`src/rtl/set_multi_scan.sv`:
```
// set_multi_scan: scans every lattice point (x,y) in 1..GRID of a square grid
// and counts the points that satisfy a set expression over three circles A, B, C.
// One job runs at a time: the host strobes en while idle, waits for the one-cycle
// valid pulse and then reads candidate, which holds until the next job is accepted.
module set_multi_scan #(
    parameter int  GRID = 8,
    parameter int  CW   = 4,
    parameter int  RW   = 4,
    localparam int CNTW = $clog2(GRID*GRID+1)
) (
    input  logic              clk,
    input  logic              rst,
    input  logic              en,
    input  logic [6*CW-1:0]   central,
    input  logic [3*RW-1:0]   radius,
    input  logic [2:0]        mode,
    output logic              busy,
    output logic              valid,
    output logic [CNTW-1:0]   candidate
);

    // Distances and squared radii are compared at a common width so neither side truncates.
    localparam int DW   = 2*CW + 1;
    localparam int R2W  = 2*RW;
    localparam int CMPW = (DW > R2W) ? DW : R2W;

    localparam logic [1:0] IDLE  = 2'd0;
    localparam logic [1:0] SCAN  = 2'd1;
    localparam logic [1:0] DRAIN = 2'd2;

    localparam logic [CW-1:0] GRID_C = CW'(GRID);

    logic [1:0]      state;
    logic            drain_cnt;
    logic [CW-1:0]   x_pos;
    logic [CW-1:0]   y_pos;
    logic [6*CW-1:0] cen_q;
    logic [3*RW-1:0] rad_q;
    logic [2:0]      mode_q;

    logic            s1_valid;
    logic [DW-1:0]   d2_a, d2_b, d2_c;
    logic [R2W-1:0]  r2_a, r2_b, r2_c;

    logic            in_a, in_b, in_c;
    logic            hit;
    logic            last_point;

    // Squared Euclidean distance from a grid point to a centre. The square is
    // formed modulo 2**DW; since |dx| < 2**CW the true square always fits, so
    // the two's-complement product's low bits are exact.
    function automatic logic [DW-1:0] dist2(
        input logic [CW-1:0] px,
        input logic [CW-1:0] py,
        input logic [CW-1:0] cx,
        input logic [CW-1:0] cy
    );
        logic signed [CW:0] dx;
        logic signed [CW:0] dy;
        logic [DW-1:0]      ex;
        logic [DW-1:0]      ey;
        logic [DW-1:0]      sx;
        logic [DW-1:0]      sy;
        dx = $signed({1'b0, px}) - $signed({1'b0, cx});
        dy = $signed({1'b0, py}) - $signed({1'b0, cy});
        ex = {{CW{dx[CW]}}, dx};
        ey = {{CW{dy[CW]}}, dy};
        sx = ex * ex;
        sy = ey * ey;
        return sx + sy;
    endfunction

    // Square of an unsigned radius, widened first so the product is exact.
    function automatic logic [R2W-1:0] rsq(input logic [RW-1:0] r);
        logic [R2W-1:0] re;
        re = {{RW{1'b0}}, r};
        return re * re;
    endfunction

    assign last_point = (x_pos == GRID_C) && (y_pos == GRID_C);

    // Stage-2 membership tests on the registered distances, then the selected set expression.
    always_comb begin
        in_a = (CMPW'(d2_a) <= CMPW'(r2_a));
        in_b = (CMPW'(d2_b) <= CMPW'(r2_b));
        in_c = (CMPW'(d2_c) <= CMPW'(r2_c));
        hit  = 1'b0;
        case (mode_q)
            3'd0: hit = in_a;
            3'd1: hit = in_a & in_b;
            3'd2: hit = in_a ^ in_b;
            3'd3: hit = (in_a & in_b & ~in_c) | (in_a & ~in_b & in_c) | (~in_a & in_b & in_c);
            3'd4: hit = in_a | in_b | in_c;
            3'd5: hit = in_a & in_b & in_c;
            3'd6: hit = in_a & ~in_b;
            3'd7: hit = in_a ^ in_b ^ in_c;
            default: hit = 1'b0;
        endcase
    end

    // Stage 1: register distance and squared radius of the point issued this edge.
    always_ff @(posedge clk or negedge rst) begin
        if (!rst) begin
            s1_valid <= 1'b0;
            d2_a     <= '0;
            d2_b     <= '0;
            d2_c     <= '0;
            r2_a     <= '0;
            r2_b     <= '0;
            r2_c     <= '0;
        end else begin
            s1_valid <= (state == SCAN);
            d2_a     <= dist2(x_pos, y_pos, cen_q[6*CW-1:5*CW], cen_q[5*CW-1:4*CW]);
            d2_b     <= dist2(x_pos, y_pos, cen_q[4*CW-1:3*CW], cen_q[3*CW-1:2*CW]);
            d2_c     <= dist2(x_pos, y_pos, cen_q[2*CW-1:CW],   cen_q[CW-1:0]);
            r2_a     <= rsq(rad_q[3*RW-1:2*RW]);
            r2_b     <= rsq(rad_q[2*RW-1:RW]);
            r2_c     <= rsq(rad_q[RW-1:0]);
        end
    end

    // Job control: accept, scan x inner / y outer, drain two edges, then pulse valid.
    // The candidate is cleared on accept and counts qualifying points at stage 2.
    always_ff @(posedge clk or negedge rst) begin
        if (!rst) begin
            state     <= IDLE;
            drain_cnt <= 1'b0;
            x_pos     <= CW'(1);
            y_pos     <= CW'(1);
            cen_q     <= '0;
            rad_q     <= '0;
            mode_q    <= '0;
            busy      <= 1'b0;
            valid     <= 1'b0;
            candidate <= '0;
        end else begin
            valid <= 1'b0;
            if (state == IDLE && en) begin
                candidate <= '0;
            end else if (s1_valid && hit) begin
                candidate <= candidate + CNTW'(1);
            end
            case (state)
                IDLE: begin
                    if (en) begin
                        cen_q  <= central;
                        rad_q  <= radius;
                        mode_q <= mode;
                        x_pos  <= CW'(1);
                        y_pos  <= CW'(1);
                        busy   <= 1'b1;
                        state  <= SCAN;
                    end
                end
                SCAN: begin
                    if (last_point) begin
                        x_pos     <= CW'(1);
                        y_pos     <= CW'(1);
                        drain_cnt <= 1'b0;
                        state     <= DRAIN;
                    end else if (x_pos == GRID_C) begin
                        x_pos <= CW'(1);
                        y_pos <= y_pos + CW'(1);
                    end else begin
                        x_pos <= x_pos + CW'(1);
                    end
                end
                DRAIN: begin
                    if (drain_cnt) begin
                        busy  <= 1'b0;
                        valid <= 1'b1;
                        state <= IDLE;
                    end else begin
                        drain_cnt <= 1'b1;
                    end
                end
                default: state <= IDLE;
            endcase
        end
    end

endmodule

```
`config.mk`:
```
export PLATFORM = sky130hd
export DESIGN_NAME = set_multi_scan
export DESIGN_NICKNAME = d
export VERILOG_FILES = /design/src/rtl/set_multi_scan.sv
export SDC_FILE = /design/constraint.sdc
export NUM_CORES = 1
export LEC_CHECK = 0
export CORE_AREA = 3 3 153 155
export CTS_BUF_LIST = sky130_fd_sc_hd__clkbuf_4 sky130_fd_sc_hd__clkbuf_8 sky130_fd_sc_hd__clkbuf_16
export DETAILED_ROUTE_END_ITERATION = 16
export DIE_AREA = 0 0 156 158
export PLACE_DENSITY = 0.6
export SETUP_SLACK_MARGIN = 0.02
export SLEW_MARGIN = 20
export SYNTH_ARGS = -nofsm -noshare
export SYNTH_HDL_FRONTEND = slang
export SYNTH_SLANG_ARGS = --single-unit
```
`constraint.sdc`:
```
create_clock -name clk -period 6.35 [get_ports clk]
set_input_delay 1.27 -clock clk [delete_from_list [all_inputs] [get_ports clk]]
set_output_delay 1.27 -clock clk [all_outputs]
set_load 0.1 [all_outputs]
```
==> flow_summary_export.csv <==
group,metric,value,unit
detailed_routing,wirelength,18800,µm
floorplan,core,0.0220,mm²
detailed_routing,wire_per_inst,13.8,µm
detailed_routing,first_pass_iters,5,
yosys,avgSynthCellArea,9.70,µm²
yosys,syn_inst,1017,
yosys,yosys_warnings,0,
cells_and_area,num-nets-final,1344,
worst_setup_path,cp-end-kind,"flip-flop",
run,maxCapViolCount,0,
cells_and_area,multiInputGateArea,0.00640,mm²
detailed_routing,remaining_drc_errors,0,
detailed_routing,vias_per_cell,4.83,
cells_and_area,final_cell_area,0.0110,mm²
cells_and_area,final_layout_size_suffix_gt1_share,3.16,%
timing,relSlewSlack,35.1,%
yosys,synth_fa_ha_area_share,36.9,%
timing,rsz0062_at_grt,"false",
timing,hold_viol,0,
floorplan,rows,54,
yosys,synthXorXnorAreaFrac,6.21,%
power,netSwitchingFraction,22.1,%
timing,setup_viol,0,
worst_setup_path,required,6.61,ns
timing,fin_crit,5.86,ns
clock_tree,cts_root_buf,"clkbuf_16",
clock_tree,clock-sinks,108,
power,ir_drop,0.146,mV
power,total_power,1.31,mW
floorplan,initial_core_util,44.9,%
place,dp_hpwl,15500,µm
clock_tree,cts_buffers,9,
cells_and_area,fill_cells,2032,
clock_tree,postCtsSetupRepairBufs,0,
clock_tree,htree_levels,3,
worst_setup_path,critPathKind,"flip-flop to flip-flop",
clock_tree,clock_latency,0.35,ns
timing,min_period_over_period,92.3,%
worst_setup_path,cp_max_fo,8,
place,placed_area,0.0107,mm²
cells_and_area,area_delta_synth_final,11.7,%
detailed_routing,drtIter0Drc,294,
place,port-buffer-count,50,
yosys,netlist_area,0.00987,mm²
yosys,ys_types,45,
cells_and_area,n_antenna_cell,0,
yosys,synth_top_family_by_area,"adder cells",
floorplan,die_x,156,µm
timing,worst_slew_pin_slew,0.970,ns
timing,drv_slew,0,
floorplan,pin_count,51,
power,pwr_density_cell,119,mW/mm²
power,p_seq_share,52.3,%
clock_tree,cts.clk_slew.worst_paths,0.08,ns
yosys,synthSimpleGateAreaFrac,13.1,%
cells_and_area,layout_common_cells,"inv_1, nand2_1, ha_1",
global_route,grt_overflow,0,
clock_tree,clockBufferDepth,2,
global_route,grt_pass1_wl,31900,µm
yosys,synth_seq_cells,108,
worst_setup_path,crit_arrival,6.12,ns
floorplan,die_h,158,µm
cells_and_area,final_common_cell,"inv_1",
hold_path,hp-class,"flip-flop to flip-flop",
global_route,grt_max_degree,71,
power,internal-power,1.02,mW
floorplan,die_area,0.0246,mm²
yosys,synth.net_count,1289,
power,clkPwrFrac,44.7,%
timing,fin_skew,0.0105,ns
power,power.leakage,5.89,nW
power,power.switching,291,µW
detailed_routing,antenna_left,0,
power,p_comb_share,3.0,%
yosys,synthMuxAreaShare,0.203,%
clock_tree,cts_resized,0,
global_route,antenna_found_initial,0,
outcome,outcome,"finished, final reports clean",
worst_setup_path,critPathLaunchType,"flip-flop",
timing,fmax,171,MHz
timing,tns,0,ns
place,gp_congestion,0.836,
cells_and_area,seq_area,0.00271,mm²
yosys,synth_compound_area_share,8.45,%
clock_tree,cts_tree,"done",
global_route,globalRouteTotalUtil,16.1,%
detailed_routing,num_vias,6553,
clock_tree,ctsHoldBuffers,0,
yosys,yosysSeqAreaShare,27.4,%
global_route,grt_pass1_vias,6608,
critical path, stage by stage (launching register included):
cell and delay [ns]:
dfstp_2 0.39, inv_1 0.18, ha_1 0.18, inv_1 0.06
fa_1 0.39, a21o_1 0.17, a21oi_1 0.44, nand2_1 0.26
fa_1 0.65, fa_1 0.45, fa_1 0.48, fa_1 0.54
inv_1 0.05, fa_1 0.43, xnor2_1 0.22, xnor2_1 0.16
xnor2_1 0.11, xnor2_1 0.27, xnor2_1 0.18, xnor2_1 0.16
through the flow:
stage	cells	setup slack (ns)	util, %	hold slack [ns]
6_report	1357	0.491	50.2	0.503
5_1_grt	1357	0.142	50.2	0.518
4_1_cts	1357	0.450	50.2	0.497
3_5_place_dp	1341	0.489	48.8	0.491
3_3_place_gp	1341	0.544	48.8	0.485
2_1_floorplan	1017	0.650	-	0.424
worst paths after layout:
check                      startpoint      end  slack (ns)  cells past startpoint
min                          rad_q[4]  r2_b[0]        0.50                      0
max                          x_pos[0]  d2_a[8]        0.49                     19
min in group asynchronous         rst  r2_a[4]        0.88                      1
max reg2reg                  x_pos[0]  d2_a[8]        0.49                     19
min reg2reg                  rad_q[4]  r2_b[0]        0.50                      0
max in group asynchronous         rst  d2_b[8]        4.19                      2
state kept, by name (all words and copies together) (netlist names), 2 cells and up:
signal,count
cen_q,24
rad_q,12
d2_a,9
d2_b,9
d2_c,9
candidate,7
r2_a,7
r2_b,7
r2_c,7
x_pos,4
y_pos,4
mode_q,3
state,2
power groups by stage:
stage	logic, mW	clock network (mW)	registers (mW)
finish	0.0394	0.587	0.687
floorplan	0.000288	0	0.701
global placement	0.0406	0	0.701
global route	0.0437	0.633	0.687
CTS	0.0411	0.609	0.687
detailed placement	0.0409	0	0.701
layer usage:
| layer | vias up | part of all wire (%) | track usage, % |
|---|---|---|---|
| met4 | 0 | 0.84 | 3.15 |
| met3 | 10 | 2.7 | 2.05 |
| li1 | 3321 | - | - |
| met1 | 3143 | 50 | 23.5 |
| met2 | 79 | 46 | 25.9 |
| met5 | - | 0 | 0 |
area by class of cell:
class,count,area share [%]
sequential,108,24.5
clock inverter,7,0.783
tap,280,3.18
multi-input combinational,708,58.1
inverter,188,6.40
timing repair buffer,57,4.99
clock buffer,9,2.04
synth_stat cells:
master | instances | area [µm²]
dfrtp_1 | 106 | 2650
mux2i_1 | 2 | 20.0
a311o_1 | 1 | 10.0
nand4bb_1 | 1 | 11.3
o21ai_0 | 38 | 190
nand3_1 | 7 | 35.0
clkbuf_1 | 12 | 45.0
or3_2 | 1 | 7.51
o21bai_1 | 4 | 30.0
xnor2_1 | 52 | 455
fa_1 | 102 | 2040
xor2_1 | 18 | 158
a22o_1 | 1 | 8.76
nor2b_1 | 27 | 169
buf_6 | 1 | 11.3
nand2_1 | 129 | 484
o211a_4 | 1 | 17.5
nor2_1 | 40 | 150
nand3b_1 | 2 | 15.0
dfstp_2 | 2 | 52.6
and4_1 | 2 | 17.5
or3_1 | 5 | 31.3
a211o_1 | 3 | 26.3
inv_1 | 187 | 702
and2_1 | 28 | 175
and3_1 | 3 | 18.8
a31o_2 | 1 | 8.76
a211oi_1 | 5 | 37.5
o21a_1 | 2 | 15.0
or2_2 | 3 | 18.8
o211ai_1 | 2 | 15.0
a31oi_1 | 1 | 6.26
o22ai_1 | 1 | 6.26
nor3_2 | 1 | 10.0
nand2b_1 | 7 | 43.8
and4b_1 | 1 | 10.0
nor3_1 | 7 | 35.0
a41oi_1 | 1 | 8.76
a21oi_1 | 35 | 175
a21o_1 | 33 | 248
clkinv_1 | 1 | 3.75
o31ai_1 | 4 | 30.0
ha_1 | 128 | 1600
nand4_1 | 7 | 43.8
nor4_1 | 2 | 12.5
kinds of logic after synthesis:
logic type	count (synthesis)
buffers and inverters	201
and+or+nand+nor	273
muxes	2
adders and majority gates	230
AOI/OAI and AO/OA	133
DFF	108
xor gates and xnor gates	70
(Power assumes the default switching activity.)
==> variant 1 (same settings) <==
The parameter `RW` goes from 4 to 5.
--- a/src/rtl/set_multi_scan.sv
+++ b/src/rtl/set_multi_scan.sv
@@ -5,7 +5,7 @@
 module set_multi_scan #(
     parameter int  GRID = 8,
     parameter int  CW   = 4,
-    parameter int  RW   = 4,
+    parameter int  RW   = 5,
     localparam int CNTW = $clog2(GRID*GRID+1)
 ) (
     input  logic              clk,
Interface: changed (resized radius); port bits go from 51 to 54. The function was not compared with the original's and may differ.
==> variant 1 against the unedited design <==
- via count up 15%
- final area up 14%
- wire length up 12%
- total power up 38%
- clock skew up 0.0019 ns
- synthesized area up 12%
- critical endpoint is now d2_b[8]$_DFF_PN0_
- sequential cell count up 9
- global-route usage up 2.8 points
- maximum frequency down 0.75%
- setup slack worse by 0.044 ns
- critical path depth up 2
==> variant 1: results <==
export IMPL_diodes=0
export IMPL_worst_ep_arrival_time_ns=6.19
export IMPL_io_buffers=53
export IMPL_grt_pass1_wl_um=37300
export IMPL_comb_power_share_pct=2.4
export IMPL_gp_congestion=0.885
export IMPL_dpl_hpwl_um=16900
export IMPL_wl_met3_um=467
export IMPL_ctsResizeCount=0
export IMPL_vias=7519
export IMPL_dpl_worst_slack_ns=0.464
export IMPL_drt_met1_wl_um=10200
export IMPL_synth_area_leaders="dfrtp_1, fa_1, ha_1, inv_1, nand2_1"
export IMPL_cpMaxStageDelayCell="fa_1"
export IMPL_async_flop_share_pct=100
export IMPL_cts_sinks=117
export IMPL_cts_buffers=17
export IMPL_synth_cells_most_frequent="inv_1, ha_1, nand2_1"
export IMPL_status="finished clean"
export IMPL_grt_max_degree=61
export IMPL_critPathTopFamily="adder cells"
export IMPL_clock_latency_ns=0.42
export IMPL_top_regs="cen_q: 24 flops, rad_q: 15 flops"
export IMPL_initialDrtViolationCount=276
export IMPL_ys_types=55
export IMPL_ys_seq_area_share_pct=26.5
export IMPL_hold_path_class="register to register"
export IMPL_yosysWarnings=0
export IMPL_tightest_slew_ns=0.998
export IMPL_use_met2_pct=31.5
export IMPL_synthCells=1159
export IMPL_htreeDepth=4
export IMPL_grt_usage_pct=18.8
export IMPL_cts_root_buf="clkbuf_16"
export IMPL_grt_antenna_before_repair=0
export IMPL_dr_pass1_iters=6
export IMPL_power_frac_seq_pct=41.0
export IMPL_nFillCells=1982
export IMPL_clock_skew_ns=0.0124
export IMPL_clk_pin_slew_ns=0.06
export IMPL_p_leak_nw=6.61
export IMPL_wl_um=21000
export IMPL_dr_max_layer_used="met4"
export IMPL_first_global_vias=7843
export IMPL_cts_buffer_depth=2
export IMPL_gr_usage_met1_pct=26.0
export IMPL_peakVddDrop_uv=112
export IMPL_path_max_fanout=5
export IMPL_final_layout_size_suffix_gt1_share_pct=3.98
export IMPL_max_stage_delay_ns=0.56
export IMPL_postCtsSetupBuffers=0
export IMPL_route_met2_wl_um=10200
export IMPL_grtUsageMet3_pct=3.17
export IMPL_power_switching_w=0.000372
export IMPL_drt_wirelength_per_cell_um=13.9
-- variant 1: cell types whose count changed in the layout (fill, tap and decap cells not counted), sizes merged, moves of 5 or more --
cell	delta
inv	+19
o21a	+5
ha	+22
nand2	+15
fa	+6
clkbuf	+11
and2	+7
a21oi	+5
or4	+6
dfrtp	+9
nor2	+22
o21ai	+6
-- variant 1: logic make-up after synthesis --
group	count (synthesis)	synth area share, %
simple gates	319	13.5
fa+ha+maj	258	36.6
buf+inv	225	7.74
compound gates	166	9.58
flops	117	26.5
xor+xnor	72	5.84
mux	2	0.227
-- variant 1: worst paths after layout --
kind / start / endpoint / slack [ns] / cells after the start
worst max register to register: y_pos[0]$_DFFE_PN1P_ / d2_b[8]$_DFF_PN0_ / 0.45 / 21
worst min-delay path: cen_q[12]$_DFFE_PN0P_ / cen_q[12]$_DFFE_PN0P_ / 0.48 / 2
min in group asynchronous: rst / rad_q[13]$_DFFE_PN0P_ / 0.91 / 1
max in group asynchronous: rst / r2_c[0]$_DFF_PN0_ / 4.18 / 2
worst min register to register: cen_q[12]$_DFFE_PN0P_ / cen_q[12]$_DFFE_PN0P_ / 0.48 / 2
worst max-delay path: y_pos[0]$_DFFE_PN1P_ / d2_b[8]$_DFF_PN0_ / 0.45 / 21
-- variant 1: metrics by stage --
stage,hold WS (ns),util [%],power [W],cell area [um2]
CTS,0.486,57.0,0.00184,12500
global placement,0.466,54.1,0.000805,11900
finish,0.481,57.0,0.00182,12500
floorplan,0.450,-,0.000760,11000
detailed placement,0.472,54.1,0.000804,11900
global route,0.521,57.0,0.00188,12500
-- variant 1: area by class of cell --
type                            instances  area share, %
Sequential cell                       117           23.4
Timing Repair Buffer                   58           4.52
Tap cell                              280           2.80
Multi-Input combinational cell        817           58.1
Clock buffer                           20           3.63
Clock inverter                         12           1.41
Inverter                              206           6.18
==> variant 2 (same settings) <==
Made on the original files. Register the output `candidate` once more, with the module's reset; this adds one clock of latency there. The other outputs are not delayed to match.
--- a/src/rtl/set_multi_scan.sv
+++ b/src/rtl/set_multi_scan.sv
@@ -29,6 +29,8 @@
     localparam logic [1:0] DRAIN = 2'd2;
 
     localparam logic [CW-1:0] GRID_C = CW'(GRID);
+
+    logic [CNTW-1:0] candidate_s0;
 
     logic [1:0]      state;
     logic            drain_cnt;
@@ -132,13 +134,13 @@
             mode_q    <= '0;
             busy      <= 1'b0;
             valid     <= 1'b0;
-            candidate <= '0;
+            candidate_s0 <= '0;
         end else begin
             valid <= 1'b0;
             if (state == IDLE && en) begin
-                candidate <= '0;
+                candidate_s0 <= '0;
             end else if (s1_valid && hit) begin
-                candidate <= candidate + CNTW'(1);
+                candidate_s0 <= candidate_s0 + CNTW'(1);
             end
             case (state)
                 IDLE: begin
@@ -179,5 +181,13 @@
         end
     end
 
+    always_ff @(posedge clk or negedge rst) begin
+        if (!rst) begin
+            candidate <= '0;
+        end else begin
+            candidate <= candidate_s0;
+        end
+    end
+
 endmodule
 
Function: changed (a bounded check fails within 4 cycles, from zero or initial values and one cycle with rst low).
==> variant 2 against the unedited design <==
- total power grew 27%
- setup slack gained 0.025 ns
- critical path type unchanged
- synthesized area grew 1.8%
- core utilization grew 1.9 points
- largest cell class unchanged
- sequential share of layout area grew 0.63 points
- final area grew 3.8%
- wire length grew 0.30%
- sequential cell count grew 7
==> variant 2: results <==
export IMPL_dpl_worst_slack_ns=0.452
export IMPL_io_buffers=50
export IMPL_hold_path_class="register to register"
export IMPL_peakVddDrop_uv=144
export IMPL_fin_cells=1379
export IMPL_drt_wirelength_per_cell_um=13.6
export IMPL_htreeDepth=4
export IMPL_dp_cells=1347
export IMPL_postCtsSetupBuffers=0
export IMPL_clk_pin_slew_ns=0.06
export IMPL_status="finished clean"
export IMPL_final_layout_size_suffix_gt1_share_pct=4.55
export IMPL_p_leak_nw=6.07
export IMPL_first_global_vias=6717
export IMPL_initialDrtViolationCount=285
export IMPL_grt_max_degree=68
export IMPL_vias=6643
export IMPL_ctsResizeCount=0
export IMPL_dpl_hpwl_um=15300
export IMPL_gp_congestion=0.806
export IMPL_worst_ep_arrival_time_ns=6.13
export IMPL_cts_root_buf="clkbuf_16"
export IMPL_ys_seq_area_share_pct=28.7
export IMPL_synth_area_leaders="dfrtp_1, fa_1, ha_1, inv_1, nand2_1"
export IMPL_synthCells=1024
export IMPL_synth_cells_most_frequent="inv_1, nand2_1, ha_1"
export IMPL_nFillCells=1981
export IMPL_cts_buffers=17
export IMPL_relSlewSlack_pct=35.0
export IMPL_grt_usage_pct=16.5
export IMPL_clock_latency_ns=0.41
export IMPL_clock_skew_ns=0.00934
variant 2: worst max-delay path, delay by kind of cell (launching register included):
family	cells	cell delay (ns)
buf+inv	3	0.30
compound gates	2	0.62
fa+ha+maj	7	3.14
flops	1	0.38
simple gates	1	0.24
xor+xnor	6	1.04
variant 2: metrics by stage:
step / util, % / instance area, um2
floorplan: - / 10000
global placement: 49.5 / 10900
detailed placement: 49.5 / 10900
CTS: 52.1 / 11400
global route: 52.1 / 11400
finish: 52.1 / 11400
variant 2: final timing paths:
kind,startpoint,endpoint,slack (ns),cells past startpoint
max,x_pos[0]$_DFFE_PN1P_,d2_a[8]$_DFF_PN0_,0.52,19
min,candidate_s0[6]$_DFFE_PN0P_,candidate[6]$_DFF_PN0_,0.39,0
max reg2reg,x_pos[0]$_DFFE_PN1P_,d2_a[8]$_DFF_PN0_,0.52,19
min reg2reg,candidate_s0[6]$_DFFE_PN0P_,candidate[6]$_DFF_PN0_,0.39,0
max in group asynchronous,rst,d2_b[2]$_DFF_PN0_,4.19,2
min in group asynchronous,rst,rad_q[10]$_DFFE_PN0P_,0.89,1
variant 2: report_power, final:
part | switching (W) | internal, W
sequential | 0 | 0.000733
combinational | 0.0000179 | 0.0000223
clock | 0.000343 | 0.000555
total | 0.000361 | 0.00131
variant 2: kinds of logic (layout without fill, tap and decap cells):
group	after synthesis	after routing	synth area share (%)
AND/OR/NAND/NOR	273	273	12.8
adder cells (fa/ha/maj)	230	230	36.3
flip-flops	115	115	28.7
buffers and inverters	201	276	7.59
multiplexers	2	2	0.199
AO/OA/AOI/OAI	133	133	8.30
XOR/XNOR	70	70	6.11
variant 2: final cells by class:
cell class | count | area, um2 | area share (%)
multi-input combinational | 708 | 6400 | 56.0
sequential | 115 | 2880 | 25.2
inverter | 188 | 706 | 6.17
timing repair buffer | 56 | 543 | 4.75
clock buffer | 20 | 454 | 3.97
tap | 280 | 350 | 3.06
clock inverter | 12 | 106 | 0.929
variant 2: metal layers:
layer	vias up	global-route usage (%)	part of all wire (%)	routed length [um]
li1	3352	-	-	-
met1	3186	23.4	49	9300
met2	95	26.7	47	8830
met3	10	3.20	3.0	561
met4	0	3.07	0.61	114
met5	-	0	0	0
